<file path="src/rtl/cpu_run_ctrl.sv">
// ---------------------------------------------------------------------------
// cpu_run_ctrl
//
// Owns one complete run of the pipelined CPU:
//   IDLE -> LOAD : stream words into instruction memory, CPU held in reset
//   LOAD -> RUN  : CPU enabled for exactly run_len cycles
//   RUN  -> DUMP : CPU frozen, registers 0..REG_NUM-1 streamed out
//   DUMP -> DONE : results stable until the next start pulse
//
// Ports
//   clk_i, rst_i          clock, asynchronous active-low reset
//   start_i, run_len_i    start pulse (IDLE/DONE only) and run length
//   ld_valid_i, ld_data_i, ld_last_i, ld_ready_o
//                         instruction load stream (valid/ready)
//   im_we_o, im_addr_o, im_wdata_o
//                         instruction memory write port
//   cpu_rst_n_o, cpu_en_o CPU reset (active-low) and global advance enable
//   rf_raddr_o, rf_rdata_i
//                         register-file combinational read port
//   dump_valid_o, dump_idx_o, dump_data_o, dump_ready_i
//                         register dump stream (valid/ready)
//   busy_o, done_o        status: LOAD/RUN/DUMP, DONE
//   cyc_cnt_o             RUN cycles elapsed in current or last run
// ---------------------------------------------------------------------------
module cpu_run_ctrl #(
    parameter int IM_DEPTH = 256,
    parameter int ADDR_W   = 8,
    parameter int REG_NUM  = 32
) (
    input  logic              clk_i,
    input  logic              rst_i,
    input  logic              start_i,
    input  logic [15:0]       run_len_i,
    input  logic              ld_valid_i,
    input  logic [31:0]       ld_data_i,
    input  logic              ld_last_i,
    output logic              ld_ready_o,
    output logic              im_we_o,
    output logic [ADDR_W-1:0] im_addr_o,
    output logic [31:0]       im_wdata_o,
    output logic              cpu_rst_n_o,
    output logic              cpu_en_o,
    output logic [4:0]        rf_raddr_o,
    input  logic [31:0]       rf_rdata_i,
    output logic              dump_valid_o,
    output logic [4:0]        dump_idx_o,
    output logic [31:0]       dump_data_o,
    input  logic              dump_ready_i,
    output logic              busy_o,
    output logic              done_o,
    output logic [15:0]       cyc_cnt_o
);

    typedef enum logic [2:0] {
        S_IDLE,
        S_LOAD,
        S_RUN,
        S_DUMP,
        S_DONE
    } state_t;

    state_t            state_q, state_d;
    logic [ADDR_W-1:0] ptr_q, ptr_d;   // next IM write address
    logic [15:0]       cnt_q, cnt_d;   // RUN cycles elapsed
    logic [15:0]       len_q, len_d;   // latched run length
    logic [4:0]        idx_q, idx_d;   // next register to dump

    // NOTE: state registers use non-blocking assignments so every flop
    // samples the pre-edge value of its neighbours, matching real hardware.
    always_ff @(posedge clk_i or negedge rst_i) begin
        if (!rst_i) begin
            state_q <= S_IDLE;
            ptr_q   <= '0;
            cnt_q   <= '0;
            len_q   <= '0;
            idx_q   <= '0;
        end else begin
            state_q <= state_d;
            ptr_q   <= ptr_d;
            cnt_q   <= cnt_d;
            len_q   <= len_d;
            idx_q   <= idx_d;
        end
    end

    always_comb begin
        // NOTE: every signal driven here gets a default first; a path that
        // skips an assignment would otherwise infer a latch.
        state_d      = state_q;
        ptr_d        = ptr_q;
        cnt_d        = cnt_q;
        len_d        = len_q;
        idx_d        = idx_q;
        ld_ready_o   = 1'b0;
        im_we_o      = 1'b0;
        im_addr_o    = '0;
        im_wdata_o   = '0;
        cpu_rst_n_o  = 1'b0;
        cpu_en_o     = 1'b0;
        rf_raddr_o   = '0;
        dump_valid_o = 1'b0;
        dump_idx_o   = '0;
        dump_data_o  = '0;
        busy_o       = 1'b0;
        done_o       = 1'b0;

        unique case (state_q)
            S_IDLE, S_DONE: begin
                if (state_q == S_DONE) begin
                    done_o      = 1'b1;
                    // Keep the CPU out of reset so its register file survives.
                    cpu_rst_n_o = 1'b1;
                end
                if (start_i) begin
                    len_d   = run_len_i;
                    ptr_d   = '0;
                    cnt_d   = '0;
                    idx_d   = '0;
                    state_d = S_LOAD;
                end
            end

            S_LOAD: begin
                busy_o     = 1'b1;
                ld_ready_o = 1'b1;
                im_we_o    = ld_valid_i;
                im_addr_o  = ptr_q;
                im_wdata_o = ld_data_i;
                if (ld_valid_i) begin
                    ptr_d = ptr_q + 1'b1;
                    // A full memory ends the load even without a last marker.
                    if (ld_last_i || ptr_q == ADDR_W'(IM_DEPTH - 1)) begin
                        state_d = (len_q == '0) ? S_DUMP : S_RUN;
                    end
                end
            end

            S_RUN: begin
                busy_o      = 1'b1;
                cpu_rst_n_o = 1'b1;
                cpu_en_o    = 1'b1;
                cnt_d       = cnt_q + 16'd1;
                // This is the last enabled cycle once the count would hit len.
                if (cnt_q + 16'd1 == len_q) begin
                    state_d = S_DUMP;
                end
            end

            S_DUMP: begin
                busy_o       = 1'b1;
                cpu_rst_n_o  = 1'b1;
                dump_valid_o = 1'b1;
                rf_raddr_o   = idx_q;
                dump_idx_o   = idx_q;
                dump_data_o  = rf_rdata_i;
                if (dump_ready_i) begin
                    if (idx_q == 5'(REG_NUM - 1)) begin
                        state_d = S_DONE;
                    end else begin
                        idx_d = idx_q + 5'd1;
                    end
                end
            end

            default: state_d = S_IDLE;
        endcase
    end

    assign cyc_cnt_o = cnt_q;

endmodule

</file>
<file path="config.mk">
export PLATFORM = sky130hd
export DESIGN_NAME = cpu_run_ctrl
export DESIGN_NICKNAME = d
export VERILOG_FILES = /design/src/rtl/cpu_run_ctrl.sv
export SDC_FILE = /design/constraint.sdc
export NUM_CORES = 1
export LEC_CHECK = 0
export BUFFER_PORTS_ARGS = -buffer_cell sky130_fd_sc_hd__buf_2
export CELL_PAD_IN_SITES_DETAIL_PLACEMENT = 1
export CELL_PAD_IN_SITES_GLOBAL_PLACEMENT = 2
export CORE_MARGIN = 1
export CORE_UTILIZATION = 26
export CTS_BUF_LIST = sky130_fd_sc_hd__clkbuf_4
export DETAILED_ROUTE_END_ITERATION = 10
export GPL_ROUTABILITY_DRIVEN = 0
export PLACE_DENSITY_LB_ADDON = 0.1
export SLEW_MARGIN = 20
export SYNTH_ARGS = -nofsm -noshare
export SYNTH_HDL_FRONTEND = slang
export SYNTH_SLANG_ARGS = --single-unit
</file>
<file path="constraint.sdc">
create_clock -name clk_i -period 3.8 [get_ports clk_i]
set_input_delay 0.19 -clock clk_i [delete_from_list [all_inputs] [get_ports clk_i]]
set_output_delay 0.19 -clock clk_i [all_outputs]
set_load 0.005 [all_outputs]
</file>
**Yosys cells after proc, flatten, opt, wreduce, memory -nomap -nowiden**

Cells that the tools add are included.

- Register bits after elaboration: 48
- Bits of input ports: 86
- Output and inout bits: 105
- Word-level logic and storage cells: 65

- Add/subtract/negate cells: 3
- Eq/ne operators: 14
- Mux-type cells: 29
- Reductions and logical operators: 14

Operator list:

| operator | number |
|---|---|
| $mux 32 | 2 |
| $pmux 16 s2 | 1 |
| $mux 8 | 3 |
| $mux 5 | 4 |
| $mux 3 | 6 |
| $add 16x1->16 const B | 1 |
| $eq 16x16->1 | 1 |
| $logic_not 16->1 | 1 |
| $mux 16 | 1 |
| $pmux 8 s2 | 1 |
| $ne 2x2->1 const B | 7 |
| $pmux 3 s4 | 1 |
| $pmux 5 s2 | 1 |
| $add 8x1->8 const B | 1 |
| $eq 8x8->1 const B | 1 |
| $mux 1 | 8 |
| $eq 3x2->1 const B | 2 |
| $reduce_and 6->1 | 1 |
| $reduce_bool 2->1 | 3 |
| $add 5x1->5 const B | 1 |
| $eq 5x5->1 const B | 1 |
| $reduce_and 2->1 | 2 |
| $reduce_and 4->1 | 1 |
| $reduce_or 2->1 | 2 |
| other kinds (7) | 7 |

**Logic depth before layout (Yosys ltp)**

Gate-level depths: netlist (run 1).

- Depth after elaboration: 5
- Mapped depth: 9
- Gate-level depth less buffers: 9

**Worst setup path after synthesis (run 1)**

OpenSTA, ideal clock, no wires.

- Path kind: reg2reg
- Start point: reg cnt_q[0], in the netlist cyc_cnt_o[0]
- End point: reg state_q[0]
- Library setup time: 0.127 ns
- Arrival: 1.945 ns
- Required time: 3.673 ns
- Setup slack: 1.728 ns
- Cell stages (with the launch flop): 8
- Path buffers: 0
- Period minus slack after synthesis: 2.072 ns
- Path through: dfrtp_1 > ha_1 > nand4_1 > nor3_1 > nor2_1 > or3_1 > a31oi_1 > o31ai_1

- Longest elaborated chain between the ends: 4

Ends and longest elaborated chain:

| item | line | RTL |
|---|---|---|
| from (decl) | 64 | `logic [15:0] cnt_q, cnt_d;` |
| from (signal assigned) | 80 | `cnt_q <= cnt_d;` |
| $add 16x1->16 | 144 | `if (cnt_q + 16'd1 == len_q) begin` |
| $eq 16x16->1 | 144 |  |
| $ne 2x2->1 (no line) | - |  |
| $reduce_and 6->1 (no line) | - |  |
| to (signal assigned) | 78 | `state_q <= state_d;` |
| to (decl) | 62 | `state_t state_q, state_d;` |

No other way between the ends.
A chain may end at the register's enable or synchronous reset.

**Final worst setup path (run 1)**

- Start point: reg state_q[2]
- End point: out dump_idx_o[4]

- Longest elaborated chain between the ends: 2

Ends and longest elaborated chain:

| item | line | RTL |
|---|---|---|
| $eq 3x2->1 | 107 | `unique case (state_q)` |
| $mux 5 | 107 |  |
| to (decl) | 46 | `output logic [4:0] dump_idx_o,` |

No other way between the ends.

==> run metrics, run 1 <==
status=finished, final reports clean; EDFF count, synth=0; total congestion overflow=0; ranking of synthesized cells by area=dfrtp_1 36%, and2_1 15%, mux2_2 5.7%, o21ai_0 4.6%, xor2_1 3.7%; Worst-path clk slew=150 ps; Max Clock Freq=0.3962 GHz; initial antenna violation count=1; ys flop type=dfrtp_1; routed vias=3557; global-route wire length before repair=18480 um; Setup crit end kind=output port; TritonCTS Sinks=48; Area Growth Syn to Fin=34.02%; All-Layer GR Usage=17.95%; post-CTS setup buffers=0; Post-CTS Resized=0; Hold WC Path Type=primary input to flop; period utilization=66.42%; CTS Root Cell=clkbuf_4; min cycle time layout=2524 ps; Final Max Slew Viols=0; Post-Syn Area=0.003351 mm^2; setup_tns=0 ps; number of vias per cell=4.762; count of boundary I/O pins=191; largest area contributor in the netlist=dfrtp_1; Hold Buf Count CTS=1; Initial Util=26.66%; Synth Area per Inst=8.377 um^2; # rows=41; Core Area=0.01257 mm^2; CTS tree=yes; Slew HR=39.66%; port bufs=190; Worst-Margin Slew=904.1 ps; 1st-pass router iterations=4; unrepaired setup endpoints after global routing=false; Filler Cell Count=1580; Die Y-Extent=115.5 um; end of the worst register-to-register path=state_q[0]; WL/cell=16.16 um; critical path peak fanout=41; Num CTS Buffers=5; non-filler cells, final=747; CTS max path bufs=2; yosys warns=0; WL final=12070 um; vias in the first global route=3416; Setup CP Type=flop to output port; CP Data Arrival Time=2330 ps; worst hold path startpoint=run_len_i[15]; Detail Placement HPWL=9719 um; DRT iter0 DRCs=100; clk_lat worst skew=370 ps; Gate Count Post-Synth=400; share of layout cells above drive strength 1=38.68%; max-cap viol count=0; flops & latches, synth=48; die footprint=0.01334 mm^2; Power Density=491.7 mW/mm^2; pin count of the biggest net entering global routing=49; startpoint types=flop; Yosys top cell area share=35.85%; Worst Hold End=len_q[15]; placed cells=737; asr flop ratio synth=100.0%; Min-Delay Path Depth=2; # setup viols final=0; worst reg2reg path depth=7; DIE WIDTH=115.5 um; Netlist cell types=50; Crit Reg-Reg Startpoint=cyc_cnt_o[0]; required time of the critical path=3610 ps; Routed Antenna Nets=0; DR DRC count=0; Leak=2.336 nW; clk_skew=12.80 ps; Seq/Total Area, Yosys=35.85%; Worst VDD drop=0.0003096 V; syn nets=490; H-tree depth=2; Nets=663; reg2reg setup slack=1280 ps; Hold Fails Final Rpt=0
-- how the worst max path moves through the flow --
stage                 startpoint       endpoint  slack, ps  cells past startpoint
finish                state_q[2]  dump_idx_o[4]       1280                      4
floorplan           cyc_cnt_o[0]     state_q[0]       1730                      7
detailed placement  cyc_cnt_o[0]     state_q[0]       1330                      7
global route        cyc_cnt_o[0]     state_q[0]       1070                      7
global placement    cyc_cnt_o[0]     state_q[0]       1420                      7
CTS                   state_q[2]  dump_idx_o[4]       1250                      4
-- placed cells by master (no fill, tap or decap), types with 3 or more instances in the layout --
cell type	Yosys	routed
nand4_1	10	10
o21ai_0	31	31
or3_1	5	5
mux2_2	17	17
nor2_1	28	28
a31oi_1	3	3
clkbuf_4	0	5
and2_1	79	79
buf_2	4	190
and3_1	4	4
nand3_1	15	15
xnor2_1	8	8
nand2_1	32	32
xor2_1	14	14
nor3_1	8	8
a21oi_1	9	9
dfrtp_1	48	48
ha_1	4	4
o31ai_1	7	7
nor4_1	4	4
buf_4	5	5
inv_1	7	7
-- stage by stage --
| step | total power, W | util, % | worst slack, ps | hold slack [ps] | cell area (um^2) |
|---|---|---|---|---|---|
| floorplan | 0.001490 | - | 1728 | -105.6 | 3351 |
| global placement | 0.001967 | 35.18 | 1417 | 345.0 | 4422 |
| detailed placement | 0.001989 | 35.18 | 1333 | 350.8 | 4422 |
| CTS | 0.002250 | 35.71 | 1252 | 12.37 | 4488 |
| global route | 0.002419 | 35.73 | 1068 | 17.99 | 4491 |
| finish | 0.002208 | 35.73 | 1276 | 32.85 | 4491 |
-- routing by layer --
metal	GRT usage (%)	vias up	share of wire, %	routed length, um
met1	22.28	1706	44	5311
li1	-	1727	-	-
met4	3.550	0	0.68	82
met5	0	-	0	0
met2	32.57	117	49	5950
met3	3.086	7	6.0	727
-- worst max-delay path: stages, from the launching register on --
cell and delay (ps):
dfrtp_1 520, nand3b_1 320, inv_1 720, and2_1 270, buf_2 130
-- sequential cells by signal (all words and copies together), names as in the netlist --
signal     count
cyc_cnt_o     16
len_q         16
ptr_q          8
state_q        3
idx_q          5
-- cells by family (layout without fill, tap and decap cells) --
family	after synthesis	in the layout	share of synthesized area, %
flops	48	48	35.85
compound gates	68	68	12.55
simple gates	202	202	33.31
other cells	0	1	0
fa+ha+maj	4	4	1.494
buf+inv	38	212	5.041
xor+xnor	22	22	5.751
mux	18	18	6.012
-- synth_stat cells, types with 2 or more instances --
cell,count
nand4_1,10
nand2_1,32
or4_1,2
nand3b_1,2
o31ai_1,7
a31oi_1,3
nor4_1,4
and3b_1,2
o21a_1,2
nor2_1,28
nor2b_1,2
o22ai_1,2
inv_1,7
buf_4,5
buf_2,4
dfrtp_1,48
or3_1,5
o2111ai_1,2
o21ai_0,31
ha_1,4
clkbuf_2,2
nor3_1,8
and4_1,2
and3_1,4
xnor2_1,8
xor2_1,14
buf_1,2
o211ai_1,2
a21o_1,2
nor4b_1,2
clkbuf_1,17
mux2_2,17
and2_1,79
nand3_1,15
a21oi_1,9
-- area by class of cell --
class / instances / area, um^2 / share of cell area (%)
Clock buffer: 5 / 37.54 / 0.8359
Timing Repair Buffer: 196 / 998.5 / 22.23
Sequential cell: 48 / 1201 / 26.75
Multi-Input combinational cell: 314 / 1987 / 44.25
Clock inverter: 3 / 18.77 / 0.4179
Tap cell: 172 / 215.2 / 4.792
Antenna cell: 1 / 2.502 / 0.05573
Inverter: 8 / 30.03 / 0.6687
-- report_power, final --
group | internal, W | leakage (nW) | switching, W
combinational | 0.000537 | 1.68 | 0.000611
sequential | 0.000634 | 0.629 | 0.000179
clock | 0.0000700 | 0.0249 | 0.000178
Note: power is estimated with default switching activity, not from simulation.
==> inputs of run 2 (changes only) <==
--- a/config.mk
+++ b/config.mk
@@ -9,7 +9,7 @@
 export CELL_PAD_IN_SITES_DETAIL_PLACEMENT = 1
 export CELL_PAD_IN_SITES_GLOBAL_PLACEMENT = 2
 export CORE_MARGIN = 1
-export CORE_UTILIZATION = 26
+export CORE_UTILIZATION = 22
 export CTS_BUF_LIST = sky130_fd_sc_hd__clkbuf_4
 export DETAILED_ROUTE_END_ITERATION = 10
 export GPL_ROUTABILITY_DRIVEN = 0
==> constraint.sdc (replaced) <==
create_clock -name clk_i -period 2.3 [get_ports clk_i]
set_input_delay 0.115 -clock clk_i [delete_from_list [all_inputs] [get_ports clk_i]]
set_output_delay 0.115 -clock clk_i [all_outputs]
set_load 0.005 [all_outputs]
==> run metrics, run 2 (same netlist as run 1, synthesis figures left out) <==
routed vias=3690; CP max stage delay=440 ps; Sw Ratio=41.21%; Detail Placement HPWL=10660 um; max-cap viol count=0; Initial Util=22.80%; Die Y-Extent=125.4 um; CP Data Arrival Time=2410 ps; Setup crit end kind=flop; # diodes=0; placed cells=772; CTS max path bufs=2; Metal-1 WL=5758 um; die footprint=0.01573 mm^2; met2 WL=6750 um; DIE WIDTH=125.4 um; Area Growth Syn to Fin=46.38%; unrepaired setup endpoints after global routing=false; Worst-Margin Slew=678.6 ps; min cycle time layout=2100 ps; Hold Fails Final Rpt=0; failing checks=design-rule violations; CTS Root Cell=clkbuf_4; Slew HR=54.71%; Reg power frac=31.7%; # setup viols final=0; initial antenna violation count=0; Worst Hold Slack=56.65 ps; total congestion overflow=0; startpoint types=flop; period utilization=91.30%; status=finished with violations; share of layout cells above drive strength 1=40.78%; DP Area=0.004612 mm^2; total internal power=0.002408 W; H-tree depth=2; critical path peak fanout=3; Leak=2.552 nW; Worst-path clk slew=160 ps; Worst VDD drop=0.0003178 V; Routed Antenna Nets=0; commonest non-fill, non-tap cells in the layout=190 x buf_2, 79 x and2_1, 47 x dfrtp_1; global-route wire length before repair=20860 um; 1st-pass router iterations=7; pin count of the biggest net entering global routing=44; setup_tns=0 ps; sw power=0.001688 W; post-CTS setup buffers=0; All-Layer GR Usage=16.88%; Combinational Power Share=52.1%; vias in the first global route=3771; count of boundary I/O pins=191; Core Area=0.01470 mm^2; WL final=13240 um; # rows=44; CP max-delay cell=dfrtp_1; WL/cell=16.61 um; clock power share=16.2%; Filler Cell Count=1824; DR WL met3=647 um; Nets=702; Setup CP Type=flop to flop; clk_lat worst skew=390 ps; most common cell after layout, fill and taps aside=buf_2; Max Clock Freq=0.4762 GHz; Hold WC Path Type=primary input to flop; clk_skew=12.91 ps; DRT iter0 DRCs=146; Cell Chain, Critical Path=or3b_1 > nor3_1 > nand3_1 > a2111oi_2 > o2111ai_1 > o31ai_1; TritonCTS Sinks=48; port bufs=190; Final Instance Area=0.004905 mm^2; CTS tree=yes; Tot Pwr=0.004097 W; non-filler cells, final=797; Final Max Slew Viols=0; number of vias per cell=4.630; Num CTS Buffers=5; required time of the critical path=2610 ps; max layer used=met4; DR DRC count=23; Power Density=835.3 mW/mm^2
[run 2: changes by cell type in the layout (fill, tap and decap cells not counted), sizes merged]
cell	previous run	this run
buf	195	218
bufinv	0	2
clkinv	1	0
clkinvlp	2	0
diode	1	0
dlygate4sd3	1	17
inv	8	9
[run 2: timing repair]
item                                    4_1_cts  5_1_grt
hold buffers                                 17        0
resized for setup                             0        5
endpoints found under the hold margin        64        0
endpoints found under the setup margin        0        1
[run 2: path summary, 6_finish.rpt]
kind | from | end | slack [ps] | depth (start not counted)
max | state_q[0] | state_q[0] | 200 | 6
min | dump_ready_i | state_q[1] | 60 | 4
max reg2reg | state_q[0] | state_q[0] | 200 | 6
min reg2reg | idx_q[4] | idx_q[4] | 540 | 2
max in group asynchronous | rst_i | cyc_cnt_o[3] | 1570 | 3
min in group asynchronous | rst_i | ptr_q[5] | 110 | 2
[run 2: layout make-up]
| cell class | instances | area, um^2 | share of cell area [%] |
|---|---|---|---|
| Multi-Input combinational cell | 314 | 2004 | 40.87 |
| Timing Repair Buffer | 235 | 1331 | 27.14 |
| Sequential cell | 48 | 1202 | 24.52 |
| Tap cell | 184 | 230.2 | 4.694 |
| Clock inverter | 3 | 68.82 | 1.403 |
| Clock buffer | 5 | 37.54 | 0.7653 |
| Inverter | 8 | 30.03 | 0.6122 |
[run 2: layer usage]
layer	track usage, %	vias to the layer above
met4	2.798	0
met5	0	-
met2	30.82	112
li1	-	1793
met3	2.396	5
met1	21.28	1780
[run 2: worst max-delay path: cells and delay by family (launching register included)]
kind	cells	cell delay, ps
flops	1	440
simple gates	3	760
compound gates	3	820
[run 2: power by group through the flow]
stage / Sequential [W] / Clock (W) / Combinational, W
2_1_floorplan: 0.00124 / 0 / 0.00122
3_3_place_gp: 0.00131 / 0 / 0.00212
3_5_place_dp: 0.00132 / 0 / 0.00214
4_1_cts: 0.00130 / 0.000698 / 0.00217
5_1_grt: 0.00133 / 0.000713 / 0.00238
6_report: 0.00130 / 0.000666 / 0.00213
[run 2: stage by stage]
stage               setup WS (ps)  utilization [%]
global placement            167.6            31.36
detailed placement          76.12            31.38
floorplan                   228.1                -
finish                      200.1            33.37
global route                13.08            33.37
CTS                         40.89            33.26
